$ cat config.mk
export PLATFORM = sky130hd
export DESIGN_NAME = uart_rx_fifo
export DESIGN_NICKNAME = d
export VERILOG_FILES = /design/src/rtl/uart_pkg.sv /design/src/rtl/sync_fifo.sv /design/src/rtl/uart_rx_fifo.sv
export SDC_FILE = /design/constraint.sdc
export NUM_CORES = 1
export LEC_CHECK = 0
export ABC_CLOCK_PERIOD_IN_PS = 5400
export BUFFER_PORTS_ARGS = -buffer_cell sky130_fd_sc_hd__buf_4
export CAP_MARGIN = 10
export CORE_MARGIN = 2
export CORE_UTILIZATION = 58
export DETAILED_ROUTE_END_ITERATION = 12
export GPL_TIMING_DRIVEN = 0
export PLACE_DENSITY_LB_ADDON = 0.3
export SETUP_SLACK_MARGIN = 0.5
export SYNTH_ARGS = -nofsm -noshare
export SYNTH_HDL_FRONTEND = slang
export SYNTH_HIERARCHICAL = 1
export SYNTH_SLANG_ARGS = --single-unit
$ cat constraint.sdc
create_clock -name clk -period 5.4 [get_ports clk]
set_clock_uncertainty 0.05 [all_clocks]
set_input_delay 1.08 -clock clk [delete_from_list [all_inputs] [get_ports clk]]
set_output_delay 1.08 -clock clk [all_outputs]
set_load 0.1 [all_outputs]
$ cat src/rtl/uart_pkg.sv
// Shared constants for the UART receive FIFO: default bus addresses, depth,
// status register layout and the code returned by a data read on an empty FIFO.
package uart_pkg;

  localparam logic [31:0] DEF_DATA_ADDR   = 32'hcafe_bab0;
  localparam logic [31:0] DEF_STAT_ADDR   = 32'hcafe_bab4;
  localparam int          DEF_DEPTH       = 16;

  localparam int          STAT_EMPTY_BIT  = 16;
  localparam int          STAT_FULL_BIT   = 17;
  localparam int          STAT_OVF_BIT    = 18;
  localparam logic [31:0] EMPTY_READ_CODE = 32'h0000_0100;

  typedef enum logic [1:0] {
    ACC_NONE = 2'd0,
    ACC_DATA = 2'd1,
    ACC_STAT = 2'd2
  } acc_e;

  // Count occupies bits [8:0], wide enough for DEPTH up to 256.
  function automatic logic [31:0] pack_status(input logic [8:0] count,
                                              input logic       empty,
                                              input logic       full,
                                              input logic       ovf);
    logic [31:0] v_stat;
    v_stat                 = 32'h0;
    v_stat[8:0]            = count;
    v_stat[STAT_EMPTY_BIT] = empty;
    v_stat[STAT_FULL_BIT]  = full;
    v_stat[STAT_OVF_BIT]   = ovf;
    return v_stat;
  endfunction

endpackage

$ cat src/rtl/sync_fifo.sv
// Byte-wide synchronous FIFO with occupancy count. A push into a full FIFO is
// accepted only when a pop happens in the same cycle.
module sync_fifo #(
  parameter int DEPTH = 16,
  parameter int PTR_W = $clog2(DEPTH),
  parameter int CNT_W = $clog2(DEPTH) + 1
) (
  input  logic             clk,
  input  logic             rst,
  input  logic             i_push,
  input  logic [7:0]       i_data,
  input  logic             i_pop,
  output logic [7:0]       o_head,
  output logic [CNT_W-1:0] o_count,
  output logic             o_empty,
  output logic             o_full
);

  logic [7:0]       r_mem [DEPTH];
  logic [PTR_W-1:0] r_wr_ptr;
  logic [PTR_W-1:0] r_rd_ptr;
  logic [CNT_W-1:0] r_count;

  logic w_empty;
  logic w_full;
  logic w_do_pop;
  logic w_do_push;

  assign w_empty   = (r_count == '0);
  assign w_full    = (r_count == CNT_W'(DEPTH));
  assign w_do_pop  = i_pop && !w_empty;
  assign w_do_push = i_push && (!w_full || w_do_pop);

  // Pointers are exactly log2(DEPTH) bits, so wrap-around is the natural overflow.
  always_ff @(posedge clk) begin
    if (rst) begin
      r_wr_ptr <= '0;
      r_rd_ptr <= '0;
      r_count  <= '0;
    end else begin
      if (w_do_push) r_wr_ptr <= r_wr_ptr + PTR_W'(1);
      if (w_do_pop)  r_rd_ptr <= r_rd_ptr + PTR_W'(1);
      case ({w_do_push, w_do_pop})
        2'b10:   r_count <= r_count + CNT_W'(1);
        2'b01:   r_count <= r_count - CNT_W'(1);
        default: r_count <= r_count;
      endcase
    end
  end

  // Storage is deliberately left out of reset.
  always_ff @(posedge clk) begin
    if (!rst && w_do_push) r_mem[r_wr_ptr] <= i_data;
  end

  assign o_head  = r_mem[r_rd_ptr];
  assign o_count = r_count;
  assign o_empty = w_empty;
  assign o_full  = w_full;

endmodule

$ cat src/rtl/uart_rx_fifo.sv
// UART receive FIFO with a two-register CPU read port (data, status), a level
// interrupt while data is pending and a sticky overflow flag.
module uart_rx_fifo
  import uart_pkg::*;
#(
  parameter logic [31:0] DATA_ADDR = DEF_DATA_ADDR,
  parameter logic [31:0] STAT_ADDR = DEF_STAT_ADDR,
  parameter int          DEPTH     = DEF_DEPTH
) (
  input  logic        clk,
  input  logic        rst,
  input  logic        rx_valid,
  input  logic [7:0]  rx_data,
  input  logic        mem_valid,
  input  logic [31:0] addr,
  input  logic        ren,
  output logic [31:0] rdata,
  output logic        fifo_ready,
  output logic        fifo_int_flag,
  output logic        overflow
);

  localparam int CNT_W = $clog2(DEPTH) + 1;

  // Bus handshake: a read is served once per mem_valid assertion. The access
  // is detected in the first cycle mem_valid/ren/address match; fifo_ready and
  // rdata appear together one cycle later for exactly one cycle. Further cycles
  // of the same assertion are ignored until mem_valid drops.

  logic [7:0]       w_head;
  logic [CNT_W-1:0] w_count;
  logic [8:0]       w_count_ext;
  logic             w_empty;
  logic             w_full;
  logic             w_pop;
  logic             w_drop;
  acc_e             w_acc;

  logic             r_served;
  logic             r_ovf;
  logic             r_ready;
  logic [31:0]      r_rdata;

  always_comb begin
    w_acc = ACC_NONE;
    if (mem_valid && ren && !r_served) begin
      if (addr == DATA_ADDR)      w_acc = ACC_DATA;
      else if (addr == STAT_ADDR) w_acc = ACC_STAT;
    end
  end

  assign w_pop       = (w_acc == ACC_DATA) && !w_empty;
  assign w_drop      = rx_valid && w_full && !w_pop;
  assign w_count_ext = 9'(w_count);

  sync_fifo #(
    .DEPTH (DEPTH)
  ) u_fifo (
    .clk     (clk),
    .rst     (rst),
    .i_push  (rx_valid),
    .i_data  (rx_data),
    .i_pop   (w_pop),
    .o_head  (w_head),
    .o_count (w_count),
    .o_empty (w_empty),
    .o_full  (w_full)
  );

  always_ff @(posedge clk) begin
    if (rst) begin
      r_served <= 1'b0;
      r_ovf    <= 1'b0;
      r_ready  <= 1'b0;
      r_rdata  <= 32'h0;
    end else begin
      r_ready <= (w_acc != ACC_NONE);

      if (!mem_valid)               r_served <= 1'b0;
      else if (w_acc != ACC_NONE)   r_served <= 1'b1;

      // A drop in the same cycle as a status read keeps the flag set.
      if (w_drop)                   r_ovf <= 1'b1;
      else if (w_acc == ACC_STAT)   r_ovf <= 1'b0;

      case (w_acc)
        ACC_DATA: r_rdata <= w_empty ? EMPTY_READ_CODE : {24'h0, w_head};
        ACC_STAT: r_rdata <= pack_status(w_count_ext, w_empty, w_full, r_ovf);
        default:  r_rdata <= r_rdata;
      endcase
    end
  end

  assign rdata         = r_rdata;
  assign fifo_ready    = r_ready;
  assign overflow      = r_ovf;
  assign fifo_int_flag = !w_empty;

endmodule

==> flow_summary.yaml, run 1 <==
run_status:
  outcome: "complete, no violations"
critical_path:
  critical_path_arrival_ns: 4.34
  crit_type: "input pin to register"
  cp_data_required_time_ns: 5.40
  start_kind: "input pin"
  critPathMaxFanout: 10
  endpoint_kind: "register"
clock_tree:
  clk_pin_slew_ns: 0.06
  cts-hold-fix-buffers: 0
  cts.sinks: 160
  cts_resized: 0
  tritoncts: "done"
  clockBufferDepth: 2
  insertion_delay_ns: 0.42
  numCtsBuffers: 17
  post_cts_buffers: 0
  cts_root_buffer: "clkbuf_16"
  cts-htree-levels: 4
floorplan:
  die_y_um: 112
  ios: 80
  row_count: 39
  die-area_um2: 12600
  core_area_um2: 11400
  start_util_pct: 59.6
  die_x_um: 112
synthesis:
  avgSynthCellArea_um2: 15.7
  synth.area.top_cells: "edfxtp_1 (57%), mux4_2 (11%), dfxtp_1 (9.4%), a22oi_1 (2.3%), buf_4 (2.2%)"
  synth_seq_cells: 160
  synth.distinct_cells: 59
  synth_top_area_share_pct: 56.5
  yosysSeqAreaShare_pct: 65.9
  synth_flop_cell: "edfxtp_1"
  synth_edf_count: 128
  synth_area_um2: 6800
  syn_inst: 432
  synthArstFlopShare_pct: 0
  synth.largest_area_cell: "edfxtp_1"
  yosysWarnings: 6
finish:
  layout-drive-gt1-share_pct: 29.6
  final_nets: 582
  num_antenna_cells: 0
  fin_cells: 684
  fill_cells: 767
  areaGrowthSynthToFinish_pct: 17.9
drt:
  dr_total_vias: 4081
  drt-wirelength-per-cell_um: 20.6
  first_pass_iters: 5
  drt_iter0_markers: 344
  antenna_left: 0
  drc: 0
  vias_per_cell: 5.97
  drt_wl_total_um: 14100
placement:
  hpwl_um: 9320
  globalplace.congestion: 0.785
  io_buffers: 58
  place_inst: 652
worst_hold_path:
  worstHoldPathType: "register to register"
sta:
  tightestPinTransition_ns: 0.900
  rsz0062_at_grt: "no"
  period_share_pct: 80.5
  period_needed_ns: 4.34
  tns_ns: 0
  clock.fmax_ghz: 0.230
  hold_viol: 0
  setup_viol: 0
  slew_headroom_pct: 39.8
  finalMaxSlewViolations: 0
flow_run:
  drv_cap: 0
pwr:
  power.density_nw_per_um2: 331
  p_leak_nw: 2.89
  peakVddDrop_uv: 255
grt:
  grtUsageTotal_pct: 23.8
  antenna_found_initial: 0
  grt_pass1_wl_um: 22000
  grt.overflow.total: 0
  grt_pass1_vias: 4092
  grt_start_max_net_pins: 17
per-stage QoR:
step / area (um2) / worst slack (ns) / power (W) / hold slack, ns / util [%]
2_1_floorplan: 6870 / 1.24 / 0.00154 / 0.415 / -
3_3_place_gp: 7490 / 0.754 / 0.00160 / 0.425 / 65.6
3_5_place_dp: 7490 / 0.661 / 0.00161 / 0.430 / 65.6
4_1_cts: 8020 / 1.12 / 0.00268 / 0.444 / 70.2
5_1_grt: 8020 / 0.747 / 0.00274 / 0.449 / 70.2
6_report: 8020 / 1.06 / 0.00266 / 0.446 / 70.2
synthesized netlist by cell type (3+ instances only):
cell and number:
buf_4 20, a211oi_1 8, nand3_1 10, a31o_2 3, a21oi_1 5, a22oi_1 21, nor2_1 34, xor2_1 3
mux4_2 32, nor4_1 5, a31oi_1 5, ha_1 8, a41o_1 3, and4bb_2 3, dfxtp_1 32, o21ai_0 3
nor2b_1 6, mux2i_1 4, inv_1 9, or3_1 3, nand2_1 14, o21a_1 3, xnor2_1 3, o311a_1 4
clkbuf_1 13, nor3_1 5, edfxtp_1 128, buf_2 5
worst max-delay path, stage by stage:
cell,delay [ns]
buf_4,0.10
nand4b_1,0.18
nor3_1,0.45
nand3_1,0.35
nor3_1,0.22
clkbuf_1,0.37
nor2b_1,0.13
a21oi_1,0.45
nand2_1,0.25
nor2_1,0.74
sequential cells by signal, indices dropped and copies added, names as in the netlist, named ones only:
name             flops
u_fifo/o_count       5
u_fifo/r_mem       128
u_fifo/r_wr_ptr      4
fifo_ready           1
u_fifo/r_rd_ptr      4
r_served             1
rdata               12
overflow             1
layout make-up:
class / instances / area [um2] / share of cell area, %
flip-flops and latches: 160 / 4480 / 55.9
multi-input cells: 239 / 2100 / 26.2
repair buffers: 58 / 435 / 5.43
clock buffers: 19 / 433 / 5.40
plain buffers: 42 / 254 / 3.17
well taps: 143 / 179 / 2.23
clock inverters: 13 / 97.6 / 1.22
inverters: 10 / 37.5 / 0.468
cell families after synthesis:
family | count (synthesis) | share of synthesized area, %
flip-flops | 160 | 65.9
multiplexers | 37 | 11.3
other | 1 | 0.0551
XOR/XNOR | 6 | 0.773
buffers and inverters | 52 | 4.29
adder cells (fa/ha/maj) | 9 | 1.77
AO/OA/AOI/OAI | 66 | 7.50
AND/OR/NAND/NOR | 101 | 8.35
layout by cell type, fill, tap and decap left out, types with 4 or more instances in the layout:
master,count
nor3_1,5
ha_1,8
mux2i_1,4
conb_1,20
buf_2,5
clkinv_1,4
nand3_1,10
nor2_1,34
edfxtp_1,128
nor2b_1,6
clkbuf_16,17
buf_4,78
a21oi_1,5
mux4_2,32
nand2_1,14
inv_1,9
a31oi_1,5
o311a_1,4
a211oi_1,8
clkbuf_1,15
a22oi_1,21
dfxtp_1,32
nor4_1,5
metal layers:
metal,routed length (um),track usage (%),part of all wire [%]
met1,5940,31.2,42
met2,7000,38.7,50
met3,935,6.70,6.6
met4,246,8.29,1.7
met5,0,0,0
report_power, final:
group | total, W | leakage, nW | switching, W | internal [W]
Combinational | 0.000233 | 1.23 | 0.000163 | 0.0000697
Clock | 0.00107 | 0.249 | 0.000450 | 0.000623
Sequential | 0.00135 | 1.41 | 0.0000101 | 0.00134
final timing paths:
check            from             endpoint  slack [ns]  cells past startpoint
min          rdata[8]             rdata[8]        0.45                      1
min reg2reg  rdata[8]             rdata[8]        0.45                      1
max           addr[8]  u_fifo/r_mem[14][2]        1.06                     10
max reg2reg  r_served  u_fifo/r_mem[14][2]        1.65                     10
Note: power is estimated with default switching activity, not from simulation.
==> inputs of run 2 (changes only) <==
--- a/config.mk
+++ b/config.mk
@@ -5,11 +5,12 @@
 export SDC_FILE = /design/constraint.sdc
 export NUM_CORES = 1
 export LEC_CHECK = 0
-export ABC_CLOCK_PERIOD_IN_PS = 5400
+export ABC_AREA = 1
+export ABC_CLOCK_PERIOD_IN_PS = 3800
 export BUFFER_PORTS_ARGS = -buffer_cell sky130_fd_sc_hd__buf_4
 export CAP_MARGIN = 10
 export CORE_MARGIN = 2
-export CORE_UTILIZATION = 58
+export CORE_UTILIZATION = 53
 export DETAILED_ROUTE_END_ITERATION = 12
 export GPL_TIMING_DRIVEN = 0
 export PLACE_DENSITY_LB_ADDON = 0.3
==> constraint.sdc (replaced) <==
create_clock -name clk -period 3.8 [get_ports clk]
set_clock_uncertainty 0.05 [all_clocks]
set_input_delay 0.76 -clock clk [delete_from_list [all_inputs] [get_ports clk]]
set_output_delay 0.76 -clock clk [all_outputs]
set_load 0.1 [all_outputs]
==> flow_summary.yaml, run 2 <==
critical_path:
  crit_buf_inv: 3
  crit_start: "addr[29]"
  endpoint: "u_fifo/r_mem[8][6]"
  critical_path_arrival_ns: 2.99
  endpoint_kind: "register"
  cp_slowest_stage_delay_ns: 0.69
  rr_worst_depth: 8
  regToRegEndpoint: "u_fifo/r_mem[8][6]"
  crit_type: "input pin to register"
  crit_chain: "buf_4 > inv_1 > nand2_1 > nor2_1 > nand2_2 > nor2_8 > inv_4 > nor3_4 > nor2_2 > nor2_4 > nand2_1 > nor2_1"
  cp_top_family: "simple AND/OR/NAND/NOR gates"
  regToRegSetupSlack_ns: 0.92
  rr_startpoint: "u_fifo/o_count[1]"
  slowest_stage: "nor2_1"
  critPathMaxFanout: 9
  cp_data_required_time_ns: 3.80
  start_kind: "input pin"
  cp_num_cells: 12
placement:
  place_inst: 962
  hpwl_um: 12600
  globalplace.congestion: 0.943
  io_buffers: 59
finish:
  fill_cells: 1052
  fin_cells: 991
  regMostFlops: "u_fifo/r_mem"
  layout-drive-gt1-share_pct: 19.3
  final_common_cell: "edfxtp_1"
  final_nets: 859
  num_antenna_cells: 0
  largest_reg_flops: 128
  mostFrequentLayoutCells: "edfxtp_1 (128), inv_1 (105), nand2_1 (104)"
  areaGrowthSynthToFinish_pct: 18.2
pwr:
  p_leak_nw: 3.49
  power.density_nw_per_um2: 453
  peakVddDrop_uv: 396
floorplan:
  die_y_um: 121
  die-area_um2: 14700
  core_area_um2: 13300
  row_count: 42
  die_x_um: 121
  start_util_pct: 54.7
  ios: 80
grt:
  grt_pass1_wl_um: 26700
  antenna_found_initial: 0
  grtUsageTotal_pct: 25.0
  grt_pass1_vias: 5020
  grt_start_max_net_pins: 17
  grt.overflow.total: 0
synthesis:
  synth.distinct_cells: 34
  synth.largest_area_cell: "edfxtp_1"
  synthTopCellsByCount: "edfxtp_1 (128), inv_1 (105), nand2_1 (104), nand3_1 (69), a21oi_1 (48)"
  synth_flop_cell: "edfxtp_1"
  synth_area_um2: 7300
  yosysSeqAreaShare_pct: 61.4
  synth_top_area_share_pct: 52.7
  yosysWarnings: 6
  synth_edf_count: 128
  syn_inst: 708
  synth.area.top_cells: "edfxtp_1 (53%), dfxtp_1 (8.8%), inv_1 (5.4%), nand2_1 (5.3%), nand3_1 (4.7%)"
  synth.most_common_cell: "edfxtp_1"
  avgSynthCellArea_um2: 10.3
  synth_seq_cells: 160
  synthArstFlopShare_pct: 0
clock_tree:
  post_cts_buffers: 0
  clk_pin_slew_ns: 0.06
  cts.sinks: 160
  cts-hold-fix-buffers: 0
  clockBufferDepth: 2
  cts_root_buffer: "clkbuf_16"
  tritoncts: "done"
  insertion_delay_ns: 0.42
  numCtsBuffers: 17
  cts-htree-levels: 4
  cts_resized: 0
sta:
  period_needed_ns: 2.99
  slew_headroom_pct: 42.1
  finalMaxSlewViolations: 0
  tns_ns: 0
  setup_viol: 0
  clock.fmax_ghz: 0.334
  rsz0062_at_grt: "no"
  tightestPinTransition_ns: 0.865
  hold_viol: 0
  period_share_pct: 78.8
worst_hold_path:
  worstHoldPathType: "register to register"
  min-delay-start: "rdata[7]"
drt:
  drt_iter0_markers: 413
  first_pass_iters: 6
  drt_wl_total_um: 17600
  vias_per_cell: 5.45
  antenna_left: 0
  drt-wirelength-per-cell_um: 17.8
  drc: 0
  dr_total_vias: 5403
flow_run:
  drv_cap: 0
run_status:
  outcome: "complete, no violations"
## run 2: changes by cell type after synthesis, moves of 21 or more
cell      before  now
nand3_1       10   69
a21oi_1        5   48
nand2_1       14  104
o21ai_0        3   37
a22oi_1       21    0
inv_1          9  105
mux4_2        32    0
o211ai_1       1   32
## run 2: per-layer routing
metal	global-route usage (%)	up-vias	wire length [um]
met5	0	-	0
met3	6.81	23	1450
met2	40.8	240	8670
met4	8.05	0	242
li1	-	2555	-
met1	32.6	2585	7230
## run 2: logic make-up (layout without fill, tap and decap cells)
family | after synthesis | after routing | synth area share, %
and+or+nand+nor | 252 | 252 | 16.9
DFF | 160 | 160 | 61.4
buffers and inverters | 157 | 245 | 9.77
AOI/OAI and AO/OA | 126 | 126 | 9.86
adders and majority gates | 9 | 9 | 1.65
xor gates and xnor gates | 3 | 3 | 0.360
other | 1 | 20 | 0.0514
## run 2: tightest hold or removal path, delay by kind of cell, from the launching register on
| kind | cells | cell delay [ns] |
|---|---|---|
| flip-flops | 1 | 0.30 |
| AND/OR/NAND/NOR | 1 | 0.06 |
| AO/OA/AOI/OAI | 1 | 0.05 |
## run 2: metrics by stage
step	power (W)	instance area, um2	worst slack (ns)	util, %	hold slack, ns
CTS	0.00393	8630	0.813	64.7	0.417
global route	0.00403	8630	0.561	64.7	0.433
global placement	0.00221	8030	0.432	60.2	0.403
finish	0.00391	8630	0.805	64.7	0.416
floorplan	0.00213	7370	0.858	-	0.397
detailed placement	0.00222	8030	0.376	60.2	0.408
## run 2: worst min-delay path by stage
stage                endpoint  slack, ns  cells past startpoint
floorplan            register       0.40                      2
global placement    rdata[18]       0.40                      2
detailed placement   rdata[0]       0.41                      2
CTS                  rdata[0]       0.42                      2
global route         rdata[0]       0.43                      2
finish               rdata[7]       0.42                      2
## run 2: final cells by class
class	instances	area [um2]	area share (%)
Timing Repair Buffer	59	443	5.13
Clock inverter	10	163	1.88
Tap cell	176	220	2.55
Multi-Input combinational cell	410	2170	25.2
Inverter	110	415	4.81
Buffer	47	298	3.45
Sequential cell	160	4480	52.0
Clock buffer	19	433	5.02
## run 2: power breakdown
| group | switching [W] | internal (W) | leakage (nW) |
|---|---|---|---|
| Combinational | 0.000195 | 0.0000722 | 1.79 |
| Clock | 0.000639 | 0.00109 | 0.287 |
| Sequential | 0.0000116 | 0.00190 | 1.41 |
